## src/rtl/pipe_stall_ctrl_pkg.sv

```systemverilog
// Shared definitions for the D2/X1/M1/W1 stall and flush sequencer:
// FSM encoding, stage indices and the stall-chain / bubble helpers.
package pipe_ctrl_pkg;

    typedef enum logic {
        ST_RUN   = 1'b0,
        ST_FLUSH = 1'b1
    } state_e;

    localparam int STG_D2          = 0;
    localparam int STG_X1          = 1;
    localparam int STG_M1          = 2;
    localparam int STG_W1          = 3;
    localparam int NUM_STAGES      = 4;
    localparam int FLUSH_CNT_WIDTH = 4;

    // A stall in any stage holds every older stage behind it.
    function automatic logic [NUM_STAGES-1:0] stall_chain(input logic [NUM_STAGES-1:0] req);
        logic [NUM_STAGES-1:0] s;
        s[STG_W1] = req[STG_W1];
        s[STG_M1] = req[STG_M1] | s[STG_W1];
        s[STG_X1] = req[STG_X1] | s[STG_M1];
        s[STG_D2] = req[STG_D2] | s[STG_X1];
        return s;
    endfunction

    // A stage that moves while its producer holds receives a bubble.
    function automatic logic [NUM_STAGES-1:0] bubble_mask(input logic [NUM_STAGES-1:0] s);
        logic [NUM_STAGES-1:0] f;
        f[STG_D2] = 1'b0;
        f[STG_X1] = s[STG_D2] & ~s[STG_X1];
        f[STG_M1] = s[STG_X1] & ~s[STG_M1];
        f[STG_W1] = s[STG_M1] & ~s[STG_W1];
        return f;
    endfunction

endpackage

```

## src/rtl/pipe_stall_ctrl_if.sv

```systemverilog
// Request/control bundle between the pipeline stages and the stall sequencer.
interface pipe_stall_ctrl_if #(
    parameter int CNT_WIDTH = 32
);
    logic                 D2_StallReq;
    logic                 X1_StallReq;
    logic                 M1_StallReq;
    logic                 W1_StallReq;
    logic                 W1_Exception;
    logic                 W1_Eret;
    logic                 PerfClear;
    logic                 D2_Stall;
    logic                 X1_Stall;
    logic                 M1_Stall;
    logic                 W1_Stall;
    logic                 D2_Flush;
    logic                 X1_Flush;
    logic                 M1_Flush;
    logic                 W1_Flush;
    logic                 PC_Redirect;
    logic                 Flushing;
    logic [CNT_WIDTH-1:0] StallCycles;
    logic                 StallTimeout;

    modport master (
        output D2_StallReq, X1_StallReq, M1_StallReq, W1_StallReq,
               W1_Exception, W1_Eret, PerfClear,
        input  D2_Stall, X1_Stall, M1_Stall, W1_Stall,
               D2_Flush, X1_Flush, M1_Flush, W1_Flush,
               PC_Redirect, Flushing, StallCycles, StallTimeout
    );

    modport slave (
        input  D2_StallReq, X1_StallReq, M1_StallReq, W1_StallReq,
               W1_Exception, W1_Eret, PerfClear,
        output D2_Stall, X1_Stall, M1_Stall, W1_Stall,
               D2_Flush, X1_Flush, M1_Flush, W1_Flush,
               PC_Redirect, Flushing, StallCycles, StallTimeout
    );

endinterface

```

## src/rtl/pipe_stall_ctrl_sat_counter.sv

```systemverilog
// Up-counter that sticks at all-ones; clear wins over increment.
module sat_counter #(
    parameter int WIDTH = 8
) (
    input  logic             clk_i,
    input  logic             rst_i,
    input  logic             clr_i,
    input  logic             inc_i,
    output logic [WIDTH-1:0] cnt_o
);

    logic [WIDTH-1:0] cnt_q;
    logic [WIDTH-1:0] cnt_d;

    // Next count: clear, saturating increment, or hold.
    always_comb begin
        cnt_d = cnt_q;
        if (clr_i) begin
            cnt_d = '0;
        end else if (inc_i && (cnt_q != {WIDTH{1'b1}})) begin
            cnt_d = cnt_q + WIDTH'(1);
        end else begin
            cnt_d = cnt_q;
        end
    end

    // Count register.
    always_ff @(posedge clk_i) begin
        if (rst_i) begin
            cnt_q <= '0;
        end else begin
            cnt_q <= cnt_d;
        end
    end

    assign cnt_o = cnt_q;

endmodule

```

## src/rtl/pipe_stall_ctrl.sv

```systemverilog
// Stall/flush sequencer: backward stall chain, forward bubbles, exception
// flush FSM, stall-cycle performance counter and stuck-stall watchdog.
module pipe_stall_ctrl
    import pipe_ctrl_pkg::*;
#(
    parameter int FLUSH_CYCLES  = 1,
    parameter int STALL_TIMEOUT = 1024,
    parameter int CNT_WIDTH     = 32
) (
    input  logic              clock,
    input  logic              reset,
    pipe_stall_ctrl_if.slave  bus
);

    localparam int RUN_WIDTH = $clog2(STALL_TIMEOUT) + 1;
    localparam logic [FLUSH_CNT_WIDTH-1:0] FLUSH_LOAD = FLUSH_CNT_WIDTH'(FLUSH_CYCLES - 1);
    localparam logic [RUN_WIDTH-1:0]       RUN_LIMIT  = RUN_WIDTH'(STALL_TIMEOUT - 1);
    localparam logic                       GO_FLUSH   = (FLUSH_CYCLES > 1) ? 1'b1 : 1'b0;

    state_e                     state_q, state_d;
    logic [FLUSH_CNT_WIDTH-1:0] flush_cnt_q, flush_cnt_d;
    logic                       timeout_q, timeout_d;
    logic [NUM_STAGES-1:0]      req_s, chain_s, stall_s, flush_s;
    logic                       commit_s, redirect_s, flushing_s, run_stalled_s;
    logic [RUN_WIDTH-1:0]       stall_run_s;
    logic [CNT_WIDTH-1:0]       stall_cycles_s;

    // Gather stage requests and resolve the commit condition.
    always_comb begin
        req_s           = '0;
        req_s[STG_D2]   = bus.D2_StallReq;
        req_s[STG_X1]   = bus.X1_StallReq;
        req_s[STG_M1]   = bus.M1_StallReq;
        req_s[STG_W1]   = bus.W1_StallReq;
        chain_s         = stall_chain(req_s);
        commit_s        = (state_q == ST_RUN) & (bus.W1_Exception | bus.W1_Eret) & ~bus.W1_StallReq;
    end

    // State, flush counter and sticky watchdog registers.
    always_ff @(posedge clock) begin
        if (reset) begin
            state_q     <= ST_RUN;
            flush_cnt_q <= '0;
            timeout_q   <= 1'b0;
        end else begin
            state_q     <= state_d;
            flush_cnt_q <= flush_cnt_d;
            timeout_q   <= timeout_d;
        end
    end

    // Next-state logic for the flush sequence.
    always_comb begin
        state_d     = state_q;
        flush_cnt_d = flush_cnt_q;
        case (state_q)
            ST_RUN: begin
                if (commit_s) begin
                    flush_cnt_d = FLUSH_LOAD;
                    state_d     = GO_FLUSH ? ST_FLUSH : ST_RUN;
                end else begin
                    state_d     = ST_RUN;
                end
            end
            ST_FLUSH: begin
                flush_cnt_d = flush_cnt_q - FLUSH_CNT_WIDTH'(1);
                if (flush_cnt_q == FLUSH_CNT_WIDTH'(1)) begin
                    state_d = ST_RUN;
                end else begin
                    state_d = ST_FLUSH;
                end
            end
            default: begin
                state_d     = ST_RUN;
                flush_cnt_d = '0;
            end
        endcase
    end

    // Stage controls; reset forces every stage to take a bubble.
    always_comb begin
        stall_s    = '0;
        flush_s    = '0;
        redirect_s = 1'b0;
        flushing_s = 1'b0;
        if (reset) begin
            flush_s = '1;
        end else begin
            case (state_q)
                ST_RUN: begin
                    if (commit_s) begin
                        flush_s    = '1;
                        redirect_s = 1'b1;
                    end else begin
                        stall_s = chain_s;
                        flush_s = bubble_mask(chain_s);
                    end
                end
                ST_FLUSH: begin
                    flush_s    = '1;
                    flushing_s = 1'b1;
                end
                default: begin
                    flush_s = '1;
                end
            endcase
        end
    end

    // Watchdog: >= keeps it able to re-fire if cleared mid-stall.
    always_comb begin
        run_stalled_s = (state_q == ST_RUN) & stall_s[STG_D2];
        if (bus.PerfClear) begin
            timeout_d = 1'b0;
        end else if (run_stalled_s && (stall_run_s >= RUN_LIMIT)) begin
            timeout_d = 1'b1;
        end else begin
            timeout_d = timeout_q;
        end
    end

    sat_counter #(.WIDTH(CNT_WIDTH)) u_stall_cycles (
        .clk_i (clock),
        .rst_i (reset),
        .clr_i (bus.PerfClear),
        .inc_i (run_stalled_s),
        .cnt_o (stall_cycles_s)
    );

    sat_counter #(.WIDTH(RUN_WIDTH)) u_stall_run (
        .clk_i (clock),
        .rst_i (reset),
        .clr_i (~run_stalled_s),
        .inc_i (run_stalled_s),
        .cnt_o (stall_run_s)
    );

    assign bus.D2_Stall     = stall_s[STG_D2];
    assign bus.X1_Stall     = stall_s[STG_X1];
    assign bus.M1_Stall     = stall_s[STG_M1];
    assign bus.W1_Stall     = stall_s[STG_W1];
    assign bus.D2_Flush     = flush_s[STG_D2];
    assign bus.X1_Flush     = flush_s[STG_X1];
    assign bus.M1_Flush     = flush_s[STG_M1];
    assign bus.W1_Flush     = flush_s[STG_W1];
    assign bus.PC_Redirect  = redirect_s;
    assign bus.Flushing     = flushing_s;
    assign bus.StallCycles  = stall_cycles_s;
    assign bus.StallTimeout = timeout_q;

endmodule

```

## src/flat_wrapper.sv

```systemverilog
// flat-port wrapper written by rule: the top's interface ports become plain ports
module pipe_stall_ctrl_flat import pipe_ctrl_pkg::*;
#(
    parameter int FLUSH_CYCLES  = 1,
    parameter int STALL_TIMEOUT = 1024,
    parameter int CNT_WIDTH     = 32
)
  (clock, reset, bus_D2_StallReq, bus_X1_StallReq, bus_M1_StallReq, bus_W1_StallReq, bus_W1_Exception, bus_W1_Eret, bus_PerfClear, bus_D2_Stall, bus_X1_Stall, bus_M1_Stall, bus_W1_Stall, bus_D2_Flush, bus_X1_Flush, bus_M1_Flush, bus_W1_Flush, bus_PC_Redirect, bus_Flushing, bus_StallCycles, bus_StallTimeout);
  pipe_stall_ctrl_if #(.CNT_WIDTH(CNT_WIDTH)) bus_i ();
  input  logic clock;
  input  logic reset;
  input wire logic [$bits(bus_i.D2_StallReq)-1:0] bus_D2_StallReq;
  input wire logic [$bits(bus_i.X1_StallReq)-1:0] bus_X1_StallReq;
  input wire logic [$bits(bus_i.M1_StallReq)-1:0] bus_M1_StallReq;
  input wire logic [$bits(bus_i.W1_StallReq)-1:0] bus_W1_StallReq;
  input wire logic [$bits(bus_i.W1_Exception)-1:0] bus_W1_Exception;
  input wire logic [$bits(bus_i.W1_Eret)-1:0] bus_W1_Eret;
  input wire logic [$bits(bus_i.PerfClear)-1:0] bus_PerfClear;
  output wire logic [$bits(bus_i.D2_Stall)-1:0] bus_D2_Stall;
  output wire logic [$bits(bus_i.X1_Stall)-1:0] bus_X1_Stall;
  output wire logic [$bits(bus_i.M1_Stall)-1:0] bus_M1_Stall;
  output wire logic [$bits(bus_i.W1_Stall)-1:0] bus_W1_Stall;
  output wire logic [$bits(bus_i.D2_Flush)-1:0] bus_D2_Flush;
  output wire logic [$bits(bus_i.X1_Flush)-1:0] bus_X1_Flush;
  output wire logic [$bits(bus_i.M1_Flush)-1:0] bus_M1_Flush;
  output wire logic [$bits(bus_i.W1_Flush)-1:0] bus_W1_Flush;
  output wire logic [$bits(bus_i.PC_Redirect)-1:0] bus_PC_Redirect;
  output wire logic [$bits(bus_i.Flushing)-1:0] bus_Flushing;
  output wire logic [$bits(bus_i.StallCycles)-1:0] bus_StallCycles;
  output wire logic [$bits(bus_i.StallTimeout)-1:0] bus_StallTimeout;
  assign bus_i.D2_StallReq = bus_D2_StallReq;
  assign bus_i.X1_StallReq = bus_X1_StallReq;
  assign bus_i.M1_StallReq = bus_M1_StallReq;
  assign bus_i.W1_StallReq = bus_W1_StallReq;
  assign bus_i.W1_Exception = bus_W1_Exception;
  assign bus_i.W1_Eret = bus_W1_Eret;
  assign bus_i.PerfClear = bus_PerfClear;
  assign bus_D2_Stall = bus_i.D2_Stall;
  assign bus_X1_Stall = bus_i.X1_Stall;
  assign bus_M1_Stall = bus_i.M1_Stall;
  assign bus_W1_Stall = bus_i.W1_Stall;
  assign bus_D2_Flush = bus_i.D2_Flush;
  assign bus_X1_Flush = bus_i.X1_Flush;
  assign bus_M1_Flush = bus_i.M1_Flush;
  assign bus_W1_Flush = bus_i.W1_Flush;
  assign bus_PC_Redirect = bus_i.PC_Redirect;
  assign bus_Flushing = bus_i.Flushing;
  assign bus_StallCycles = bus_i.StallCycles;
  assign bus_StallTimeout = bus_i.StallTimeout;
  pipe_stall_ctrl #(.FLUSH_CYCLES(FLUSH_CYCLES), .STALL_TIMEOUT(STALL_TIMEOUT), .CNT_WIDTH(CNT_WIDTH)) u_core (.clock(clock), .reset(reset), .bus(bus_i));
endmodule
```

## config.mk

```make
export PLATFORM = sky130hd
export DESIGN_NAME = pipe_stall_ctrl_flat
export DESIGN_NICKNAME = d
export VERILOG_FILES = /design/src/rtl/pipe_stall_ctrl_pkg.sv /design/src/rtl/pipe_stall_ctrl_if.sv /design/src/rtl/pipe_stall_ctrl_sat_counter.sv /design/src/rtl/pipe_stall_ctrl.sv /design/src/flat_wrapper.sv
export SDC_FILE = /design/constraint.sdc
export NUM_CORES = 1
export LEC_CHECK = 0
export CORE_AREA = 8 8 93 95
export DETAILED_ROUTE_END_ITERATION = 8
export DIE_AREA = 0 0 101 103
export GPL_TIMING_DRIVEN = 1
export PLACE_DENSITY_LB_ADDON = 0.3
export SKIP_LAST_GASP = 1
export SLEW_MARGIN = 0
export SYNTH_ARGS = -nofsm -noshare
export SYNTH_HDL_FRONTEND = slang
export SYNTH_SLANG_ARGS = --single-unit
```

## constraint.sdc

```tcl
create_clock -name clock -period 3.9 [get_ports clock]
set_input_delay 0.78 -clock clock [delete_from_list [all_inputs] [get_ports clock]]
set_output_delay 0.78 -clock clock [all_outputs]
set_load 0.05 [all_outputs]
```

==> out/results.txt <==
CTS clk-pin slew, worst paths: 0.09 ns
number of buffers inserted by post-CTS setup repair: 0
synthesized net count: 313
hpwl dp: 4330 um
number of CTS-inserted buffers: 5
normalized max-slew margin: 56.3%
Remaining DRCs: 0
cells resized by post-CTS repair: 0
destination of the worst hold path: u_core.bus.StallTimeout
wire length of the first global-routing pass: 10000 um
peak fanout along the critical path: 7
max-cap violation count: 0
Hold Path Origin: u_core.bus.StallTimeout
htree depth: 2
DRT Pass-1 Iters: 4
Placement Rows: 31
path type of the worst setup path: primary input to primary output
Final ANT Viol Nets: 0
final worst path period need: 3.50 ns
startpoint of the lowest-slack register-to-register path: u_core.u_stall_cycles.cnt_o[19]
detailed router's first-iteration violation count: 65
number of buffers on the longest clock path: 2
area delta synth->final: 25.5%
CP arrival: 2.72 ns
yosys synthesis warning count: 0
Net Sw Frac: 25.9%
ys async rst share: 0%
register bit count reported by yosys: 49
flop-to-flop setup slack: 1.69 ns
detail-routed via count per cell: 5.15
cells on worst reg2reg path: 5
IO Count: 52
maximum VDD drop: 0.119 mV
final estimated routing congestion in global placement: 0.776
total global routing track utilization: 12.0%
Met3 Wirelength: 347 um
number of enable flip-flop cells after synthesis: 0
final hold vios: 0
width of the chip: 101 um
total number of nets in the final design: 357
proportion of layout cells with a drive suffix above 1: 7.83%
kind of end point of the critical path: primary output
number of vias in the routed layout: 2288
area of the mapped netlist: 2460 um^2
clock tree from TritonCTS: done
required time worst endpoint: 3.12 ns
initial core utilization: 34.4%
Fin Setup TNS: 0 ns
insertion delay to the later sink of the worst-skew pair: 0.31 ns
Remaining Overflow, GRT: 0
CTS sink count: 49
antenna cell count: 0
Reg power frac: 57.2%
count of different cell masters after synthesis: 47
area enclosed by the die boundary: 10400 um^2
Synth Area per Inst: 8.20 um^2
internal power component: 653 uW
static leakage: 0.00101 uW
cell at the root of the clock tree: sky130_fd_sc_hd__clkbuf_8
dominant cell type by area after synthesis: sky130_fd_sc_hd__dfxtp_1
number of setup violations in the final report: 0
Reg2Reg Capture Point: u_core.u_stall_cycles.cnt_o[29]
met2 wire length: 2690 um
number of max-slew violations in the final report: 0
wire length on met1: 2870 um
worst slew pin tran: 0.656 ns
detail-routed net length per standard cell: 13.6 um
fraction of the core area covered by cells at the end of the flow: 43.2%
final clock skew: 0.00616 ns
leading cell type in the layout, fill and taps excluded: sky130_fd_sc_hd__clkdlybuf4s50_1
count of port buffers added during placement: 51
CTS Hold Buffers Added: 0
power density over cell area: 286 nW/um^2
highest layer used for signal routing: met4
unrepaired setup endpoints after global routing: no
most frequent cells in the layout: sky130_fd_sc_hd__clkdlybuf4s50_1 (50), sky130_fd_sc_hd__dfxtp_1 (49), sky130_fd_sc_hd__nor2_1 (37)
maximum number of pins on one net before global-route repair: 33
cells after synthesis: 300
antenna violations before repair: 0
proportion of netlist area held by the largest area contributor: 39.9%
vias in the first global route: 2197
net switching component of the power: 228 uW
final clock period utilization by the worst path: 89.6%
Worst Hold Path Cells: 2
leading post-synthesis cells by cell area: sky130_fd_sc_hd__dfxtp_1 (40%), sky130_fd_sc_hd__nor2_1 (5.6%), sky130_fd_sc_hd__a21oi_1 (5.1%), sky130_fd_sc_hd__or3_1 (4.1%), sky130_fd_sc_hd__nand4_1 (3.8%)
worst hold-check path type: flop to flop
area inside the core boundary: 7140 um^2
outcome: finished, final reports clean
die height: 103 um
combinational power share: 9.2%
Clock Power Share: 33.6%
most used flip-flop cell after synthesis: sky130_fd_sc_hd__dfxtp_1
sort of element at the start of the critical path: primary input
maximum operating frequency: 286 MHz
proportion of synthesized chip area in sequential cells: 39.9%
final wirelength: 6030 um
[cell type report]
type / count / area (um^2)
inverter: 10 / 37.5
clock buffer: 6 / 72.6
timing repair buffer: 52 / 515
multi-input combinational: 226 / 1350
tap: 99 / 124
clock inverter: 2 / 10.0
fill: 742 / 4050
sequential: 49 / 981
[worst max-delay path by stage]
stage                     from            to  cells past startpoint
2_1_floorplan            reset  bus_M1_Stall                      4
3_3_place_gp   bus_W1_StallReq  bus_X1_Stall                      5
3_5_place_dp   bus_W1_StallReq  bus_M1_Stall                      5
4_1_cts        bus_W1_StallReq  bus_M1_Stall                      5
5_1_grt        bus_W1_StallReq  bus_M1_Stall                      5
6_report       bus_W1_StallReq  bus_M1_Stall                      5
[state kept, by name (all words and copies together), names as in the netlist]
register / cells
u_core.bus.StallTimeout: 1
u_core.flush_cnt_q: 4
u_core.state_q: 1
u_core.u_stall_cycles.cnt_o: 32
u_core.u_stall_run.cnt_o: 11
[kinds of logic after synthesis]
logic type               share of synthesized area, %
AND/OR/NAND/NOR                                  31.5
AO/OA/AOI/OAI                                    14.7
flip-flops                                       39.9
buffers and inverters                            5.39
XOR/XNOR                                         5.34
adder cells (fa/ha/maj)                          2.04
multiplexers                                     1.22
[metrics by stage]
stage               power (uW)  instance area [um^2]  setup WS, ns  hold slack, ns  instances
floorplan                  568                  2460         0.866           0.464        300
global route               912                  3090         0.310           0.527        444
detailed placement         598                  3000         0.408           0.481        436
finish                     881                  3090         0.405           0.497        444
global placement           597                  3000         0.447           0.480        436
CTS                        892                  3090         0.403           0.505        444
[worst max-delay path: stages]
cell                              delay (ns)
sky130_fd_sc_hd__clkdlybuf4s50_1        0.54
sky130_fd_sc_hd__o21bai_1               0.20
sky130_fd_sc_hd__nand2_1                0.22
sky130_fd_sc_hd__nor2_1                 0.16
sky130_fd_sc_hd__clkdlybuf4s50_1        0.82
[power by group through the flow]
stage                     clock [uW]  combinational (uW)  sequential [uW]
final                            296                80.9              504
after global routing             321                87.1              505
after CTS                        305                82.1              504
after detailed placement           0                81.7              516
after global placement             0                80.6              516
after floorplan                    0                50.6              518
[cell usage after synthesis (2+ instances only)]
master and count:
sky130_fd_sc_hd__mux2i_1 3, sky130_fd_sc_hd__a21oi_1 25, sky130_fd_sc_hd__nor4_1 3, sky130_fd_sc_hd__a31o_2 5, sky130_fd_sc_hd__and4_1 2, sky130_fd_sc_hd__nor4b_1 3
sky130_fd_sc_hd__or3_1 16, sky130_fd_sc_hd__inv_1 10, sky130_fd_sc_hd__xor2_1 5, sky130_fd_sc_hd__nor3_1 9, sky130_fd_sc_hd__or4_1 2, sky130_fd_sc_hd__buf_2 3
sky130_fd_sc_hd__and4_2 2, sky130_fd_sc_hd__nand3_1 15, sky130_fd_sc_hd__ha_1 4, sky130_fd_sc_hd__clkbuf_1 5, sky130_fd_sc_hd__nand4_1 15, sky130_fd_sc_hd__nor2_1 37
sky130_fd_sc_hd__dfxtp_1 49, sky130_fd_sc_hd__and3_2 3, sky130_fd_sc_hd__or4_2 2, sky130_fd_sc_hd__and2_1 2, sky130_fd_sc_hd__or2_2 2, sky130_fd_sc_hd__nand2_1 23
sky130_fd_sc_hd__a21o_1 4, sky130_fd_sc_hd__xnor2_1 10, sky130_fd_sc_hd__and3_1 3, sky130_fd_sc_hd__o21ai_0 17, sky130_fd_sc_hd__buf_6 3
[metal layers]
layer	vias up	GRT usage [%]
met5	-	0
met1	1062	14.1
met2	51	19.8
met4	0	5.73
met3	8	3.44
li1	1167	-
(Power assumes the default switching activity.)
